## src/rtl/xor_neuron_sched.sv

```systemverilog
// Time-shared sequencer for a 3-neuron XOR network: z1, z2 and output evaluated on one
// external perceptron through a req/ack handshake, 4 patterns x 3 neurons, back-to-back.
module xor_neuron_sched #(
    parameter int              TAM     = 16,
    parameter logic [TAM-1:0]  ONE     = 16'h1000,
    parameter int              TIMEOUT = 64
) (
    input  logic           clk,
    input  logic           rst_n,
    input  logic           start,
    input  logic [3:0]     x1_pat,
    input  logic [3:0]     x2_pat,
    input  logic [TAM-1:0] w01,
    input  logic [TAM-1:0] w11,
    input  logic [TAM-1:0] w21,
    input  logic [TAM-1:0] w02,
    input  logic [TAM-1:0] w12,
    input  logic [TAM-1:0] w22,
    input  logic [TAM-1:0] w0,
    input  logic [TAM-1:0] w1,
    input  logic [TAM-1:0] w2,
    output logic           n_req,
    output logic [TAM-1:0] n_in1,
    output logic [TAM-1:0] n_in2,
    output logic [TAM-1:0] n_w0,
    output logic [TAM-1:0] n_w1,
    output logic [TAM-1:0] n_w2,
    input  logic           n_ack,
    input  logic           n_fire,
    output logic [3:0]     r1,
    output logic [3:0]     r2,
    output logic [3:0]     result,
    output logic           busy,
    output logic           done,
    output logic           err
);

    localparam int CW = (TIMEOUT > 1) ? $clog2(TIMEOUT) : 1;
    localparam logic [CW-1:0] TO_LAST = CW'((TIMEOUT > 0) ? TIMEOUT - 1 : 0);

    typedef enum logic [1:0] {S_IDLE, S_LOAD, S_EVAL, S_DONE} state_t;

    state_t               state_q, state_d;
    logic [1:0]           p_q, p_d;
    logic [1:0]           k_q, k_d;
    logic [3:0]           x1_q, x1_d, x2_q, x2_d;
    logic [3:0]           r1_q, r1_d, r2_q, r2_d, res_q, res_d;
    logic                 err_q, err_d;
    logic [CW-1:0]        cnt_q, cnt_d;
    logic [8:0][TAM-1:0]  w_q, w_d;
    logic [8:0][TAM-1:0]  w_in;
    logic                 hs;
    logic                 timeout_hit;
    logic                 last_eval;

    // Weight slots: 0..2 = z1 (bias,in1,in2), 3..5 = z2, 6..8 = output neuron.
    assign w_in = {w2, w1, w0, w22, w12, w02, w21, w11, w01};

    assign hs          = (state_q == S_EVAL) && n_ack;
    assign timeout_hit = (TIMEOUT != 0) && (cnt_q == TO_LAST);
    assign last_eval   = (p_q == 2'd3) && (k_q == 2'd2);

    always_ff @(posedge clk or negedge rst_n) begin
        if (!rst_n) begin
            state_q <= S_IDLE;
            p_q     <= '0;
            k_q     <= '0;
            x1_q    <= '0;
            x2_q    <= '0;
            r1_q    <= '0;
            r2_q    <= '0;
            res_q   <= '0;
            err_q   <= 1'b0;
            cnt_q   <= '0;
            w_q     <= '0;
        end else begin
            state_q <= state_d;
            p_q     <= p_d;
            k_q     <= k_d;
            x1_q    <= x1_d;
            x2_q    <= x2_d;
            r1_q    <= r1_d;
            r2_q    <= r2_d;
            res_q   <= res_d;
            err_q   <= err_d;
            cnt_q   <= cnt_d;
            w_q     <= w_d;
        end
    end

    always_comb begin
        state_d = state_q;
        case (state_q)
            S_IDLE: if (start) state_d = S_LOAD;
            S_LOAD: state_d = S_EVAL;
            S_EVAL: begin
                if (hs && last_eval)
                    state_d = S_DONE;
                else if (!hs && timeout_hit)
                    state_d = S_DONE;
            end
            S_DONE: state_d = S_IDLE;
            default: state_d = S_IDLE;
        endcase
    end

    always_comb begin
        p_d   = p_q;
        k_d   = k_q;
        x1_d  = x1_q;
        x2_d  = x2_q;
        r1_d  = r1_q;
        r2_d  = r2_q;
        res_d = res_q;
        err_d = err_q;
        cnt_d = cnt_q;
        w_d   = w_q;
        case (state_q)
            S_LOAD: begin
                x1_d  = x1_pat;
                x2_d  = x2_pat;
                w_d   = w_in;
                r1_d  = '0;
                r2_d  = '0;
                res_d = '0;
                err_d = 1'b0;
                p_d   = '0;
                k_d   = '0;
                cnt_d = '0;
            end
            S_EVAL: begin
                if (hs) begin
                    cnt_d = '0;
                    case (k_q)
                        2'd0:    r1_d[p_q]  = n_fire;
                        2'd1:    r2_d[p_q]  = n_fire;
                        default: res_d[p_q] = n_fire;
                    endcase
                    if (k_q == 2'd2) begin
                        k_d = 2'd0;
                        p_d = p_q + 2'd1;
                    end else begin
                        k_d = k_q + 2'd1;
                    end
                end else if (timeout_hit) begin
                    err_d = 1'b1;
                    cnt_d = '0;
                end else if (TIMEOUT != 0) begin
                    cnt_d = cnt_q + 1'b1;
                end
            end
            default: ;
        endcase
    end

    // Operands are a pure function of held state, so they stay stable through ack waits.
    always_comb begin
        n_req  = (state_q == S_EVAL);
        busy   = (state_q != S_IDLE);
        done   = (state_q == S_DONE);
        n_in1  = '0;
        n_in2  = '0;
        n_w0   = '0;
        n_w1   = '0;
        n_w2   = '0;
        if (state_q == S_EVAL) begin
            case (k_q)
                2'd0: begin
                    n_in1 = x1_q[p_q] ? ONE : '0;
                    n_in2 = x2_q[p_q] ? ONE : '0;
                    n_w0  = w_q[0];
                    n_w1  = w_q[1];
                    n_w2  = w_q[2];
                end
                2'd1: begin
                    n_in1 = x1_q[p_q] ? ONE : '0;
                    n_in2 = x2_q[p_q] ? ONE : '0;
                    n_w0  = w_q[3];
                    n_w1  = w_q[4];
                    n_w2  = w_q[5];
                end
                default: begin
                    n_in1 = r1_q[p_q] ? ONE : '0;
                    n_in2 = r2_q[p_q] ? ONE : '0;
                    n_w0  = w_q[6];
                    n_w1  = w_q[7];
                    n_w2  = w_q[8];
                end
            endcase
        end
    end

    assign r1     = r1_q;
    assign r2     = r2_q;
    assign result = res_q;
    assign err    = err_q;

endmodule

```

## config.mk

```make
export PLATFORM = sky130hd
export DESIGN_NAME = xor_neuron_sched
export DESIGN_NICKNAME = d
export VERILOG_FILES = /design/src/rtl/xor_neuron_sched.sv
export SDC_FILE = /design/constraint.sdc
export NUM_CORES = 1
export LEC_CHECK = 0
export CAP_MARGIN = 20
export CORE_ASPECT_RATIO = 2
export CORE_MARGIN = 2
export CORE_UTILIZATION = 48
export DETAILED_ROUTE_END_ITERATION = 10
export HOLD_SLACK_MARGIN = 0.15
export PLACE_DENSITY = 0.81
export SYNTH_ARGS = -nofsm -noshare
export SYNTH_HDL_FRONTEND = slang
export SYNTH_SLANG_ARGS = --single-unit
```

## constraint.sdc

```tcl
create_clock -name clk -period 1.92 [get_ports clk]
set_input_delay 0.384 -clock clk [delete_from_list [all_inputs] [get_ports clk]]
set_output_delay 0.384 -clock clk [all_outputs]
set_load 0.05 [all_outputs]
```

### Word-level counts from Yosys, hierarchy flattened

Cells that the tools add are included.

| operators by class | value |
|---|---|
| $add $sub $neg | 3 |
| $mul | 0 |
| divide/modulo/power cells | 0 |
| $lt $le $gt $ge | 2 |
| equality and inequality tests | 16 |
| shift-type cells | 0 |
| muxes and demuxes | 52 |
| bitwise operators | 0 |
| reductions and logical operators | 18 |

Operators by type and width:

| operator | count |
|---|---|
| $pmux 16 s2 | 3 |
| $mux 16 | 5 |
| $mux 13 | 6 |
| $mux 4 | 6 |
| $pmux 4 s2 | 3 |
| $reduce_and 3->1 | 5 |
| $mux 2 | 7 |
| $bwmux 4 | 3 |
| $mux 6 | 2 |
| $pmux 6 s2 | 1 |
| $ne 2x1->1 const B | 5 |
| $bmux 1 s2 | 4 |
| $eq 2x2->1 const B | 4 |
| $pmux 2 s2 | 2 |
| $pmux 2 s4 | 1 |
| $mux 1 | 7 |
| $add 6x1->6 const B | 1 |
| $eq 6x6->1 const B | 1 |
| $ne 2x2->1 const B | 3 |
| $logic_and 1x1->1 | 5 |
| $add 2x1->2 const B | 2 |
| $eq 2x1->1 const B | 2 |
| $logic_not 2->1 | 2 |
| $reduce_and 2->1 | 2 |
| other kinds (8) | 9 |

| word-level totals | value |
|---|---|
| register bits after elaboration | 177 |
| bits in latches | 0 |
| RAM bits | 0 |
| bits in read-only memories | 0 |
| input bits | 157 |
| output and inout port bits | 96 |
| logic and storage cells | 110 |
| memories | 0 |

### Logic depth before layout (Yosys ltp)

| depth | value |
|---|---|
| word-level depth | 8 |
| gate-level depth with buffers | 8 |
| depth with buffers taken out | 6 |

### Least setup slack after synthesis

Ideal clock, no wire load.

| path | value |
|---|---|
| kind | flip-flop to output port |
| from | register state_q[0] |
| to | output port n_w0[10] |
| data arrival time | 2,358 ps |
| required time | 1,536 ps |
| slack | -822 ps |
| stages on the path, launching flop included | 8 |
| buffers on the path | 3 |
| path through | dfrtp_1 -> inv_1 -> ha_1 -> buf_2 -> inv_1 -> buf_2 -> clkbuf_1 -> nor2_1 |

| between the ends | value |
|---|---|
| cells in the longest elaborated chain, start to end | 2 |

RTL lines:

| item | line | RTL |
|---|---|---|
| start, declared | 43 | `state_t state_q, state_d;` |
| start signal, assigned | 77 | `state_q <= state_d;` |
| $eq 2x2->1 | n/a |  |
| named net n_req | 22 | `output logic n_req,` |
| $mux 16 | 166 | `if (state_q == S_EVAL) begin` |
| end, declared | 25 | `output logic [TAM-1:0] n_w0,` |

The timed path passes the listed nets, and every way through them passes these cells.

### Worst setup path after layout

| path | value |
|---|---|
| from | register k_q[0] |
| to | output port n_w1[14] |

| between the ends | value |
|---|---|
| cells in the longest elaborated chain, start to end | 3 |
| elaborated cells between the ends (all ways) | 4 |
| those cells by class | eq/ne (1); mux (2); reduce/logical (1) |

RTL lines:

| item | line | RTL |
|---|---|---|
| start, declared | 45 | `logic [1:0] k_q, k_d;` |
| start signal, assigned | 79 | `k_q <= k_d;` |
| $eq 2x1->1 or $logic_not 2->1 (tied branches) | 167 | `case (k_q)` |
| $pmux 16 s2 (*) | 167 |  |
| $mux 16 (*) | 166 |  |
| end, declared | 26 | `output logic [TAM-1:0] n_w1,` |

Every way passes the cells marked *; elsewhere a longest branch is shown, timed or not.

==> metrics <==
status=complete, but fails checks; failing checks=negative setup slack; FP Rows=69; met3 WL=903 µm; synthesis-stage register bit count=177; Max FO, Critical Path=24; Clock Pin Slew Worst Setup and Hold Paths=0.06 ns; CTS max path bufs=2; Area after DPL=0.0114 mm²; Non-Filler Instances=1196; Max Used Layer=met4; leakage power=5.23 nW; fin. max-slew vios=0; Distinct cells, synth=37; syn_area_per_cell=11.8 µm²; Syn Inst Count=727; Worst IR Drop VDD=1.20 mV; DR WL/cell=19.6 µm; Final ANT Viol Nets=0; critical path startpoint=k_q[0]; first-pass GRT wire length=36900 µm; Area Growth Syn to Fin=46.4%; DR pass1 iterations=4; DPL Wire Length=16500 µm; Total Wirelength=23400 µm; commonest cells after routing, fill and taps aside=dfrtp_1, clkdlybuf4s50_1, mux2_2, nor2_1, mux2i_1; ys async rst share=100%; Clock Skew=0.00729 ns; Post-route DRC=0; leading cell type in the layout, fill and taps excluded=dfrtp_1; PnR worst setup slack=-0.301 ns; Final Cell Area=0.0126 mm²; Core ar.=0.0177 mm²; H-tree lvl count=4; gpl congestion=0.850; register area share after synthesis=51.5%; CTS tree=built; Final period util=116%; Syn Std Cell Area=0.00860 mm²; CTS buffer count=17; final setup violating endpoints=50; worst skew pair latency=0.43 ns; RSZ-0062 raised after global routing=true; Fin. Hold Viols=0; vias=6442; IO Count=253; chip height=193 µm; DRT iter0 DRCs=159; CTS Root Cell=clkbuf_16; Final #Nets=1132; placed cell count=1151; drt via density=5.39; CP Class=reg2out; Hold Path Class=in2async; met2 wire len=13700 µm; GRT overflow=0; Ys Warns=0; M1 WL=7860 µm; layout cell share with drive strength beyond 1=42.6%; Fillers=1219; starting density of the core=48.6%; initial antenna violation count=5; fin crit period=2.22 ns; top_reg_cell synth=dfrtp_1; Crit path arrival time=1.84 ns; port bufs=222; die width=98.6 µm; Data required, critical path=1.54 ns; Max Clock Freq=450 MHz; CTS Sinks=177; total power=22.2 mW; Post-synth EDFFs=0; total of max-cap violations=0; full die area=0.0191 mm²; Critical Path Source Type=flip-flop; PwrDens=1770 mW/mm²; number of global-route vias before repair=7087; largest net degree at the start of global routing=46; CP Capture Type=output port; gr usage total=24.9%; reg-to-reg startpoint=state_q[0]
[state kept, by name, indices dropped and copies added (netlist names)]
name	cells
w_q	144
cnt_q	6
r1	4
r2	4
result	4
x1_q	4
x2_q	4
k_q	2
p_q	2
state_q	2
err	1
[timing repair]
item                                   4_1_cts  5_1_grt
resized for setup                           72       37
hold buffers                                 1        0
endpoints found under the hold margin       38        0
buffers inserted                             2        2
pin swaps                                    1        1
cloned                                       2        1
setup endpoints to repair                   54       68
[cells in the mapped netlist, types with 3 or more instances]
cell / instances / area [µm²]
o22ai_1: 3 / 18.8
clkbuf_1: 6 / 22.5
dfrtp_1: 177 / 4430
mux2_2: 154 / 1730
nand3_1: 14 / 70.1
nand2_1: 20 / 75.1
and3b_1: 3 / 26.3
buf_4: 44 / 330
a21oi_1: 51 / 255
a22o_1: 4 / 35.0
ha_1: 10 / 125
buf_2: 25 / 125
mux4_2: 4 / 90.1
inv_1: 15 / 56.3
nor2_1: 108 / 405
o221ai_1: 6 / 52.6
o21ai_0: 16 / 80.1
mux2i_1: 48 / 480
[final timing paths]
path | depth (start not counted) | slack [ns] | end
max | 6 | -0.30 | n_w1[14]
max in group asynchronous | 3 | 0.86 | w_q[87]
min in group clk | 1 | 0.51 | w_q[39]
min | 2 | 0.46 | x2_q[0]
min reg2reg | 1 | 0.51 | w_q[39]
max reg2reg | 7 | 0.17 | state_q[1]
[kinds of logic after synthesis]
| logic type | share of synthesized area, % |
|---|---|
| fa+ha+maj | 1.46 |
| other cells | 0.0436 |
| mux | 27.0 |
| compound gates | 6.13 |
| flops | 51.5 |
| buf+inv | 6.26 |
| simple gates | 7.50 |
| xor+xnor | 0.102 |
[worst max-delay path, stage by stage (launching register included)]
cell and delay, ns:
dfrtp_4 0.45, buf_12 0.22, mux2i_1 0.27, nor2_1 0.08, a21oi_2 0.16, nor2_4 0.06
buf_6 0.15
[power by group]
group | total, mW | switching [mW] | internal, mW | leakage (nW)
Combinational | 11.8 | 6.41 | 5.41 | 2.78
Clock | 3.81 | 1.47 | 2.33 | 0.324
Sequential | 6.59 | 1.09 | 5.50 | 2.12
[area by class of cell]
class	instances	area (µm²)	share of cell area [%]
clock inverter	11	174	1.38
timing repair buffer	266	2870	22.8
sequential	177	4440	35.3
antenna	5	12.5	0.0994
tap	213	267	2.12
inverter	15	58.8	0.467
multi-input combinational	488	4280	34.0
clock buffer	21	480	3.82
[routing by layer]
| metal | vias to the layer above | global-route usage (%) |
|---|---|---|
| met2 | 225 | 47.3 |
| met3 | 55 | 4.26 |
| met4 | 0 | 12.3 |
| li1 | 2933 | - |
| met5 | - | 0 |
| met1 | 3229 | 25.5 |
[stage by stage]
step                TNS, ns  utilization (%)  setup slack (ns)  hold slack, ns
floorplan            -0.997                -           -0.0253          0.0884
global placement          0             64.4            0.0676           0.350
detailed placement        0             64.4            0.0522           0.351
CTS                  -13.06             70.0            -0.316           0.460
global route         -15.55             71.1            -0.395           0.501
finish               -11.49             71.1            -0.301           0.455
No activity file was read; power rests on OpenSTA's default activity.
==> variant 1, RTL diff (same settings) <==
Change the parameter `TIMEOUT` from 64 to 128.
--- a/src/rtl/xor_neuron_sched.sv
+++ b/src/rtl/xor_neuron_sched.sv
@@ -3,7 +3,7 @@
 module xor_neuron_sched #(
     parameter int              TAM     = 16,
     parameter logic [TAM-1:0]  ONE     = 16'h1000,
-    parameter int              TIMEOUT = 64
+    parameter int              TIMEOUT = 128
 ) (
     input  logic           clk,
     input  logic           rst_n,
Check against the original RTL: no difference found for any inputs over 4 cycles, from zero or initial values and one cycle with rst_n low; that may be too few to reach the edited logic, so the function may still have changed.
==> variant 1 against the original RTL <==
  * The run still ends with setup timing left
  * Wire length grew 0.73%
  * Sequential power grew 2%
  * Clock power grew 9.4%
  * Non-clock buffer count shrank 12
  * Sequential share of layout area grew 0.21 points
  * Sequential cell count grew 1
  * Power grew 8.4%
  * Largest cell class unchanged
  * Design area is essentially flat
  * Setup slack lost 16 ps
  * Maximum frequency shrank 0.72%
  * First-iteration DRC count grew 11%
  * Area after synthesis grew 0.90%
  * Cell count shrank 1.3%
  * Highest routed layer unchanged
  * Critical endpoint is now n_w0[11]
==> variant 1: results (changes against the original RTL) <==
worst-path fanout max=12 (-50%); Synth top area share=51.4% (-0.17 points); Area after DPL=11400 um^2 (about the same); met1 WL=8060 um (+2.5%); initial antenna violation count=3 (-2); outcome=complete, but fails checks; vias per inst=5.47 (+1.6%); CTS resizes=91 (+26%); Plain + repair buffers=254 (-4.5%); GRT met3 Usage=4.00% (-0.26 points); routed wl met3=967 um (+7.1%); Post-Syn Instances=729 (+0.28%); largest registers=w_q (144), cnt_q (7); Avg Cell Area, Syn=11.9 um^2 (+0.63%); number of global-route vias before repair=7047 (-0.56%); seq_cells=178 (+0.56%); buffering overhead=21.8% (-1.0 points); Worst R2R Start=state_q[1]; failing checks=setup timing; count of multi-input gates=494 (+1.2%); most area-consuming cells after synthesis=dfrtp_1 51%, mux2_2 20%, mux2i_1 5.7%; layout cells sized above 1=41.6% (-1.1 points); wirelength, routed=23600 um (+0.73%); global-route wire length before repair=36900 um (about the same); post-DP HPWL=16300 um (-1.3%); Place WS=-40.5 ps (-92.7 ps); met2 WL=13600 um (-0.75%); setup violators final=50 (unchanged); multi-input gate share of total cell area=34.6% (+0.57 points); Setup WS post-layout=-317 ps (-16.2 ps); Post-synth top cells=178 x dfrtp_1, 154 x mux2_2, 114 x nor2_1; largest net degree at the start of global routing=59 (+28%); Leak=0.00527 uW (+0.86%); fmax=447 MHz (-0.72%); total negative setup slack=-13220 ps (-1730 ps); Clock Skew=11.0 ps (+3.72 ps)
variant 1: power by group through the flow:
stage	Sequential (uW)	Clock, uW	Combinational, uW
detailed placement	6630	0	12200
floorplan	6400	0	9390
global placement	6520	0	12000
CTS	6650	4250	13100
finish	6730	4170	13200
global route	6950	4400	14000
variant 1: worst paths after layout:
kind,endpoint,slack (ps),cells after the start
max,n_w0[11],-320,6
min reg2reg,x2_q[2],500,1
min,w_q[79],450,2
min in group clk,x2_q[2],500,1
max in group asynchronous,k_q[0],840,3
max reg2reg,cnt_q[5],260,7
variant 1: kinds of logic after synthesis:
family                     share of synthesized area (%)
AOI/OAI and AO/OA                                   6.59
xor gates and xnor gates                           0.202
adders and majority gates                           1.30
buffers and inverters                               6.39
DFF                                                 51.4
muxes                                               26.7
other                                             0.0432
and+or+nand+nor                                     7.43
variant 1: critical path, stage by stage (launching register included):
cell and delay, ps:
dfrtp_4 560, buf_12 190, mux2i_1 130, nor2_1 180, a21oi_2 80, nor2_4 120
buf_6 160
==> variant 2, RTL diff (same settings) <==
Without the edit above. The 4 states of `state_t` get a one-hot encoding in 4 bits.
--- a/src/rtl/xor_neuron_sched.sv
+++ b/src/rtl/xor_neuron_sched.sv
@@ -38,7 +38,7 @@
     localparam int CW = (TIMEOUT > 1) ? $clog2(TIMEOUT) : 1;
     localparam logic [CW-1:0] TO_LAST = CW'((TIMEOUT > 0) ? TIMEOUT - 1 : 0);
 
-    typedef enum logic [1:0] {S_IDLE, S_LOAD, S_EVAL, S_DONE} state_t;
+    typedef enum logic [3:0] {S_IDLE = 4'b0001, S_LOAD = 4'b0010, S_EVAL = 4'b0100, S_DONE = 4'b1000} state_t;
 
     state_t               state_q, state_d;
     logic [1:0]           p_q, p_d;
Check against the original RTL: same outputs for any inputs over 4 cycles, from zero or initial values and one cycle with rst_n low; so few cycles prove little.
==> variant 2 against the original RTL <==
  * The run still ends with setup timing left
  * Design area is 1.3% higher
  * Sequential cell count is 2 higher
  * Wire length rose by 7.0%
  * Setup slack lost 170 ps
  * Power down 23%
  * Global-route usage up 2.0 points
  * Non-clock buffer count is 2 higher
  * Area after synthesis rose by 0.29%
  * Combinational power shrank 45%
  * Critical path type unchanged
==> variant 2: results (changes against the original RTL) <==
outcome=complete, but fails checks; failing checks=setup timing; mux cell area share after synthesis=7.10% (-20 points); post-DP HPWL=17100 um (+3.6%); layout cells sized above 1=16.7% (-26 points); met1 Use GR=28.4% (+2.9 points); Synth Area in Adders=0.726% (-0.73 points); Area after DPL=11800 um^2 (+3.9%); DRT Pass-1 Iters=6 (+2); setup violators final=52 (+4.0%); XOR/XNOR Fraction of Synth Area=0.203% (+0.10 points); Worst path slowest cell=or4b_4; met2 WL=13600 um (-0.50%); Setup WS post-layout=-475 ps (-174 ps); WL per Instance=16.8 um (-14%); Leak=0.00611 uW (+17%); number of global-route vias before repair=8315 (+17%); RePlAce Congestion=0.836 (-1.8%); CTS resizes=20 (-72%); worst-path fanout max=30 (+25%); global-route wire length before repair=40700 um (+10%); non-filler instance count after layout=1494 (+25%); Clock Skew=7.64 ps (+0.351 ps); DRT iter0 DRCs=303 (+91%); sequential fraction of the synthesis area=52.0% (+0.45 points); CP delay by family, top=simple AND/OR/NAND/NOR gates; GRT met3 Usage=4.62% (+0.36 points); Slowest Stage Delay on Critical Path=550 ps (+100 ps); Finished Core Util=72.0% (+0.93 points)
-- variant 2: cell count changes in the layout (fill, tap and decap cells not counted), sizes merged, moves of 4 or more --
| cell | delta |
|---|---|
| nand3 | -10 |
| inv | -11 |
| dlygate4sd2 | -4 |
| ha | -5 |
| a21oi | +12 |
| mux2 | -154 |
| nor2 | -7 |
| a21bo | +7 |
| o221ai | -6 |
| buf | +7 |
| nand2 | +450 |
| nor4b | +4 |
| diode | +4 |
-- variant 2: worst paths after layout --
check | start | end | slack [ps] | cells past startpoint
worst max-delay path | state_q[0] | n_w1[15] | -480 | 5
worst min-delay path | rst_n | r1[1] | 410 | 2
worst max register to register | state_q[0] | w_q[53] | 70 | 7
worst min register to register | w_q[133] | w_q[133] | 470 | 2
max in group asynchronous | rst_n | state_q[0] | 870 | 3
min in group clk | w_q[133] | w_q[133] | 470 | 2
-- variant 2: per-stage QoR --
| step | setup TNS, ps | setup slack [ps] |
|---|---|---|
| 2_1_floorplan | -16210 | -562 |
| 3_3_place_gp | -514 | -71.0 |
| 3_5_place_dp | -1870 | -174 |
| 4_1_cts | -22710 | -479 |
| 5_1_grt | -24760 | -519 |
| 6_report | -21960 | -475 |
-- variant 2: final cells by class --
type | instances | area share (%)
repair buffers | 268 | 25.1
multi-input cells | 787 | 31.7
clock buffers | 20 | 3.58
well taps | 213 | 2.09
inverters | 6 | 0.177
clock inverters | 12 | 1.96
flip-flops and latches | 179 | 35.2
diodes | 9 | 0.177
-- variant 2: where the power goes --
| group | total, uW | switching [uW] | internal (uW) |
|---|---|---|---|
| registers | 6490 | 999 | 5490 |
| logic | 6440 | 3800 | 2640 |
| clock network | 4120 | 1470 | 2650 |
| total | 17100 | 6270 | 10800 |
